### config.mk
export PLATFORM = sky130hd
export DESIGN_NAME = i2c_xfer_seq
export DESIGN_NICKNAME = d
export VERILOG_FILES = /design/src/rtl/i2c_xfer_seq.sv
export SDC_FILE = /design/constraint.sdc
export NUM_CORES = 1
export LEC_CHECK = 0
export CORE_MARGIN = 10
export CORE_UTILIZATION = 25
export DETAILED_ROUTE_END_ITERATION = 8
export DONT_BUFFER_PORTS = 1
export PLACE_DENSITY = 0.41
export SLEW_MARGIN = 5
export SYNTH_ARGS = -nofsm -noshare
export SYNTH_HDL_FRONTEND = slang
export SYNTH_SLANG_ARGS = --single-unit
### constraint.sdc
create_clock -name clk -period 1.8 [get_ports clk]
set_input_delay 0.27 -clock clk [delete_from_list [all_inputs] [get_ports clk]]
set_output_delay 0.27 -clock clk [all_outputs]
set_load 0.01 [all_outputs]
### src/rtl/i2c_xfer_seq.sv
// Register-access sequencer that drives the byte-level I2C master (i2c_m) command/data/ds interface.
// Optional build macro I2C_SEQ_RETRY_EN: retry address-NACKed requests up to RETRIES more times.
module i2c_xfer_seq #(
   parameter int unsigned LEN_W   = 4,
   parameter int unsigned RETRIES = 3
) (
   input  logic             clk,
   input  logic             rst,
   input  logic             req_valid,
   output logic             req_ready,
   input  logic             req_rd,
   input  logic [6:0]       req_dev,
   input  logic [7:0]       req_reg,
   input  logic [LEN_W-1:0] req_len,
   input  logic [7:0]       wr_data,
   input  logic             wr_valid,
   output logic             wr_ready,
   output logic [7:0]       rd_data,
   output logic             rd_valid,
   output logic             done,
   output logic [1:0]       err,
   output logic [4:0]       m_cmd,
   output logic [7:0]       m_dat,
   output logic             m_ds,
   input  logic [3:0]       m_status,
   input  logic [7:0]       m_rdat
);

`ifdef I2C_SEQ_RETRY_EN
   localparam bit RETRY_EN = 1'b1;
`else
   localparam bit RETRY_EN = 1'b0;
`endif

   localparam logic [4:0] CMD_CLRS = 5'h00;
   localparam logic [4:0] CMD_STRT = 5'h01;
   localparam logic [4:0] CMD_STOP = 5'h02;
   localparam logic [4:0] CMD_READ = 5'h04;
   localparam logic [4:0] CMD_WRTE = 5'h08;
   localparam logic [4:0] CMD_NACK = 5'h10;

   localparam logic [1:0] ERR_OK    = 2'd0;
   localparam logic [1:0] ERR_ANACK = 2'd1;
   localparam logic [1:0] ERR_DNACK = 2'd2;
   localparam logic [1:0] ERR_MSTR  = 2'd3;

   typedef enum logic [3:0] {
      S_IDLE, S_ISSUE, S_WAIT1, S_WAITB, S_CHECK, S_WDAT, S_CLR, S_CLRW, S_DONE
   } state_t;

   // Which byte of the transaction is currently in flight on the master.
   typedef enum logic [2:0] {
      P_ADDR, P_REG, P_RADDR, P_WDATA, P_RDATA, P_STOP
   } phase_t;

   state_t           state;
   phase_t           phase;
   logic [LEN_W-1:0] cnt;
   logic             rd_q;
   logic [6:0]       dev_q;
   logic [7:0]       reg_q;
   logic [1:0]       retry_cnt;
   logic [1:0]       pend_err;
   logic             retry_ok;

   logic is_last;
   logic is_next_last;
   logic m_fail;
   logic m_ack;

   assign is_last      = (cnt == LEN_W'(1));
   assign is_next_last = (cnt == LEN_W'(2));
   assign m_fail       = m_status[1] | m_status[2];
   assign m_ack        = m_status[3];

   always_ff @(posedge clk) begin
      if (!rst) begin
         state     <= S_IDLE;
         phase     <= P_ADDR;
         cnt       <= '0;
         rd_q      <= 1'b0;
         dev_q     <= '0;
         reg_q     <= '0;
         retry_cnt <= '0;
         pend_err  <= ERR_OK;
         retry_ok  <= 1'b0;
         req_ready <= 1'b1;
         wr_ready  <= 1'b0;
         rd_data   <= '0;
         rd_valid  <= 1'b0;
         done      <= 1'b0;
         err       <= ERR_OK;
         m_cmd     <= CMD_CLRS;
         m_dat     <= '0;
         m_ds      <= 1'b0;
      end else begin
         m_ds     <= 1'b0;
         wr_ready <= 1'b0;
         rd_valid <= 1'b0;
         done     <= 1'b0;

         case (state)
            S_IDLE: begin
               if (req_valid) begin
                  rd_q      <= req_rd;
                  dev_q     <= req_dev;
                  reg_q     <= req_reg;
                  cnt       <= req_len;
                  retry_cnt <= '0;
                  retry_ok  <= 1'b0;
                  req_ready <= 1'b0;
                  if (req_len == '0) begin
                     err   <= ERR_MSTR;
                     done  <= 1'b1;
                     state <= S_DONE;
                  end else begin
                     m_cmd <= CMD_STRT | CMD_WRTE;
                     m_dat <= {req_dev, 1'b0};
                     m_ds  <= 1'b1;
                     phase <= P_ADDR;
                     state <= S_ISSUE;
                  end
               end
            end

            S_ISSUE: state <= S_WAIT1;

            S_WAIT1: state <= S_WAITB;

            S_WAITB: begin
               if (!m_status[0]) state <= S_CHECK;
            end

            S_CHECK: begin
               if (m_fail) begin
                  // Master already idle or command rejected: clear status, no STOP.
                  m_cmd <= CMD_CLRS;
                  m_dat <= '0;
                  m_ds  <= 1'b1;
                  state <= S_CLR;
               end else begin
                  case (phase)
                     P_ADDR, P_RADDR: begin
                        if (!m_ack) begin
                           m_cmd    <= CMD_STOP;
                           m_dat    <= '0;
                           m_ds     <= 1'b1;
                           pend_err <= ERR_ANACK;
                           retry_ok <= (phase == P_ADDR);
                           phase    <= P_STOP;
                           state    <= S_ISSUE;
                        end else if (phase == P_ADDR) begin
                           m_cmd <= CMD_WRTE;
                           m_dat <= reg_q;
                           m_ds  <= 1'b1;
                           phase <= P_REG;
                           state <= S_ISSUE;
                        end else begin
                           m_cmd <= is_last ? (CMD_READ | CMD_NACK | CMD_STOP) : CMD_READ;
                           m_dat <= '0;
                           m_ds  <= 1'b1;
                           phase <= P_RDATA;
                           state <= S_ISSUE;
                        end
                     end

                     P_REG: begin
                        if (!m_ack) begin
                           m_cmd    <= CMD_STOP;
                           m_dat    <= '0;
                           m_ds     <= 1'b1;
                           pend_err <= ERR_DNACK;
                           retry_ok <= 1'b0;
                           phase    <= P_STOP;
                           state    <= S_ISSUE;
                        end else if (rd_q) begin
                           m_cmd <= CMD_STRT | CMD_WRTE;
                           m_dat <= {dev_q, 1'b1};
                           m_ds  <= 1'b1;
                           phase <= P_RADDR;
                           state <= S_ISSUE;
                        end else begin
                           phase <= P_WDATA;
                           state <= S_WDAT;
                        end
                     end

                     P_WDATA: begin
                        if (!m_ack) begin
                           m_cmd    <= CMD_STOP;
                           m_dat    <= '0;
                           m_ds     <= 1'b1;
                           pend_err <= ERR_DNACK;
                           retry_ok <= 1'b0;
                           phase    <= P_STOP;
                           state    <= S_ISSUE;
                        end else begin
                           cnt <= cnt - LEN_W'(1);
                           if (is_last) begin
                              err   <= ERR_OK;
                              done  <= 1'b1;
                              state <= S_DONE;
                           end else begin
                              state <= S_WDAT;
                           end
                        end
                     end

                     P_RDATA: begin
                        rd_data  <= m_rdat;
                        rd_valid <= 1'b1;
                        cnt      <= cnt - LEN_W'(1);
                        if (is_last) begin
                           err   <= ERR_OK;
                           done  <= 1'b1;
                           state <= S_DONE;
                        end else begin
                           m_cmd <= is_next_last ? (CMD_READ | CMD_NACK | CMD_STOP) : CMD_READ;
                           m_dat <= '0;
                           m_ds  <= 1'b1;
                           state <= S_ISSUE;
                        end
                     end

                     P_STOP: begin
                        // STOP finished; optionally restart the whole request after an address NACK.
                        if (RETRY_EN && retry_ok && (32'(retry_cnt) < RETRIES)) begin
                           retry_cnt <= retry_cnt + 2'd1;
                           retry_ok  <= 1'b0;
                           m_cmd     <= CMD_STRT | CMD_WRTE;
                           m_dat     <= {dev_q, 1'b0};
                           m_ds      <= 1'b1;
                           phase     <= P_ADDR;
                           state     <= S_ISSUE;
                        end else begin
                           err   <= pend_err;
                           done  <= 1'b1;
                           state <= S_DONE;
                        end
                     end

                     default: state <= S_IDLE;
                  endcase
               end
            end

            S_WDAT: begin
               if (wr_valid) begin
                  wr_ready <= 1'b1;
                  m_dat    <= wr_data;
                  m_cmd    <= is_last ? (CMD_WRTE | CMD_STOP) : CMD_WRTE;
                  m_ds     <= 1'b1;
                  state    <= S_ISSUE;
               end
            end

            S_CLR: state <= S_CLRW;

            S_CLRW: begin
               err   <= ERR_MSTR;
               done  <= 1'b1;
               state <= S_DONE;
            end

            S_DONE: begin
               req_ready <= 1'b1;
               state     <= S_IDLE;
            end

            default: state <= S_IDLE;
         endcase
      end
   end

endmodule

==> metrics.cfg <==
[status]
status=finished with violations
violations=setup timing

[critical_path]
crit_buf_inv=1
cp_cell_sequence=or4b_4, nor3_4, buf_6, nand2_2, a2bb2oi_2, o41ai_2
r2r_slack_ps=-40
critical_path_required_ps=2050
cpMaxStageDelayCell=or4b_4
cp_max_fo=8
crit_family=simple AND/OR/NAND/NOR gates
r2r-start=state[3]
reg2reg_depth=6
end_kind=flop
critical_path_arrival_ps=2090
cpPeakStageDelay_ps=590
worst-setup-path-type=flop to flop
start_kind=flop
r2r-end=m_dat[0]

[worst_hold_path]
min_path_cells=2
hold_class=input port to flop
holdPathEnd=wr_ready
worstHoldStart=wr_valid

[clocking]
clk_pin_slew_ps=60
clock_path_buffers=2
cts.sinks=57
htreeDepth=3
cts_hold_buffers=0
cts_tree=done
cts_buffers=9
clk_latency_ps=340
ctsRootBufferMaster=clkbuf_16

[die]
die_h_um=127.5
core_area_um2=11370
fp.dieW_um=127.5
rows=39
pin_count=72
initial_utilization_pct=25.39
die_area_um2=16240

[place]
pre_cts_ws_ps=-160.7
numPortBuffers=0
dpl.hpwl_um=7395
gp_congestion=0.8237
place_inst=546

[timing]
grt_setup_unrepaired=true
timing.final.max_slew_violations=0
max-slew-margin-rel_pct=71.23
max_freq_ghz=0.5435
worst_slack_ps=-39.78
finalSetupViolations=11
hold_ws_ps=39.70
fin_skew_ps=6.545
worst_pin_slew_ps=427.9
min_period_ps=1840
finalCritPeriodShare_pct=102.2
hold_viol=0

[synthesis]
netlist_area_um2=2887
async_flop_share_pct=0
avgSynthCellArea_um2=7.759
synth.yosys.seq_area_share_pct=39.53
postSynthCellCount=372
synth_largest_area_cell=dfxtp_1
ys_types=60
synth_top_area_share_pct=39.53
synth_edf_count=0
synthFlopType=dfxtp_1
yosysWarnings=0
synth_area_leaders=dfxtp_1, nand2_1, a21oi_1, nor2_1, o22ai_1
ys_ff_latch=57
syn_nets=419

[global_routing]
grt_pass1_wl_um=15540
antenna_found_initial=0
grt_pass1_vias=2821
gr-total-overflow=0
grt_max_degree=32
grt_usage_pct=12.12

[route]
wl_per_cell_um=17.39
drc=0
drt_wl_total_um=9931
num_vias=2869
drt_first_pass_iters=4
avgViaCountPerCell=5.025
drtAntennaViolNets=0
drt_iter0_markers=176

[power]
vdd_ir_drop_max_mv=0.5845
seq_power_share_pct=34.5
power-per-cell-area_nw_per_um2=1036
power.leakage_uw=0.001517
p_sw_uw=1156
p_comb_share_pct=20.4
switching_share_pct=27.63
pwr-share-clk_pct=45.1
power.internal_uw=3028

[final_layout]
n_fill_cell=1189
final_core_util_pct=35.52
drive_gt1_share_pct=32.48
nNetsFinal=470
final_cells=571
insertedDiodeCount=0
area_delta_synth_final_pct=39.92

[flow_run]
cap_violations=0

## cells by family (layout without fill, tap and decap cells)
kind of cell / count (synthesis) / after routing / share of synthesized area, %
AOI/OAI and AO/OA: 112 / 112 / 24.36
adders and majority gates: 3 / 3 / 1.301
buffers and inverters: 34 / 90 / 5.245
DFF: 57 / 57 / 39.53
muxes: 4 / 4 / 1.430
and+or+nand+nor: 162 / 162 / 28.13
## Yosys cell counts (3+ instances only)
cell type / count
nor3b_1: 5
clkbuf_1: 17
nor3_1: 3
nor2b_1: 3
and2_1: 3
o211ai_1: 3
o31ai_1: 4
ha_1: 3
inv_1: 8
nand3_1: 6
and3_1: 8
mux2i_1: 3
a21oi_1: 48
a31oi_1: 4
nor2_1: 27
nand3b_1: 4
nand4_1: 3
o21ai_0: 15
nand2_1: 81
nand2b_1: 3
o22ai_1: 13
buf_2: 4
dfxtp_1: 57
## how the worst max path moves through the flow
stage                          end  slack [ps]  depth (start not counted)     start
final                     m_dat[0]         -40                          6  state[3]
after global routing        cnt[2]        -110                          6  state[3]
after CTS                 m_dat[0]         -80                          6  state[0]
after detailed placement  m_dat[1]        -160                          6  state[1]
after global placement    m_cmd[1]        -120                          6  state[1]
after floorplan           m_cmd[3]         -20                          8    cnt[1]
## state kept, by name, indices dropped and copies added, names as in the netlist
register and count:
pend_err 2, rd_valid 1, err 2, state 4, m_cmd 5, wr_ready 1, reg_q 8, rd_q 1
phase 3, rd_data 8, done 1, cnt 4, m_ds 1, req_ready 1, dev_q 7, m_dat 8
## worst reg2reg max path, delay by kind of cell, from the launching register on
kind            cells  cell delay [ps]
simple gates        3              880
flops               1              360
compound gates      2              350
buf+inv             1              170
## stage by stage
| step | TNS [ps] | power (µW) | cell area [µm²] |
|---|---|---|---|
| floorplan | -135.3 | 1912 | 2902 |
| detailed placement | -2258 | 2221 | 3407 |
| global placement | -1915 | 2216 | 3407 |
| global route | -2167 | 4386 | 4039 |
| CTS | -806.4 | 4166 | 3846 |
| finish | -229.2 | 4185 | 4039 |
## per-layer routing
metal  up-vias  global-route usage [%]  share of wire (%)
li1       1431                       -                  -
met1      1347                   15.16                 45
met2        73                   18.34                 46
met3        18                   3.681                6.5
met4         0                   6.296                2.4
met5         -                       0                  0
## area by class of cell
class	count	area (µm²)	area share, %
repair buffers	65	535.5	13.26
inverters	9	33.78	0.8364
clock buffers	10	239.0	5.917
flip-flops and latches	57	1154	28.56
well taps	143	178.9	4.430
multi-input cells	281	1808	44.76
clock inverters	6	90.09	2.230
## cells in the final DEF, fill, tap and decap left out, drive strengths merged, types with 4 or more instances in the layout
cell / n
o31ai: 5
buf: 65
nor3b: 6
inv: 10
dfxtp: 57
nor2: 27
nand3b: 4
clkbuf: 10
a31oi: 4
o22ai: 13
nor3: 4
nand3: 7
nand2: 82
and3: 8
o21ai: 17
a21oi: 48
a211oi: 4
## what timing repair did
action,in CTS,in global routing
pin swaps,10,24
hold endpoints to repair,0,0
gates cloned,0,0
resized for setup,18,45
buffers inserted,5,4
endpoints found under the setup margin,28,35
## power groups by stage
stage | Sequential, µW | Combinational, µW | Clock (µW)
after floorplan | 1460 | 457 | 0
after global placement | 1470 | 745 | 0
after detailed placement | 1470 | 749 | 0
after CTS | 1450 | 789 | 1930
after global routing | 1460 | 936 | 1990
final | 1450 | 852 | 1890
(Power assumes the default switching activity.)
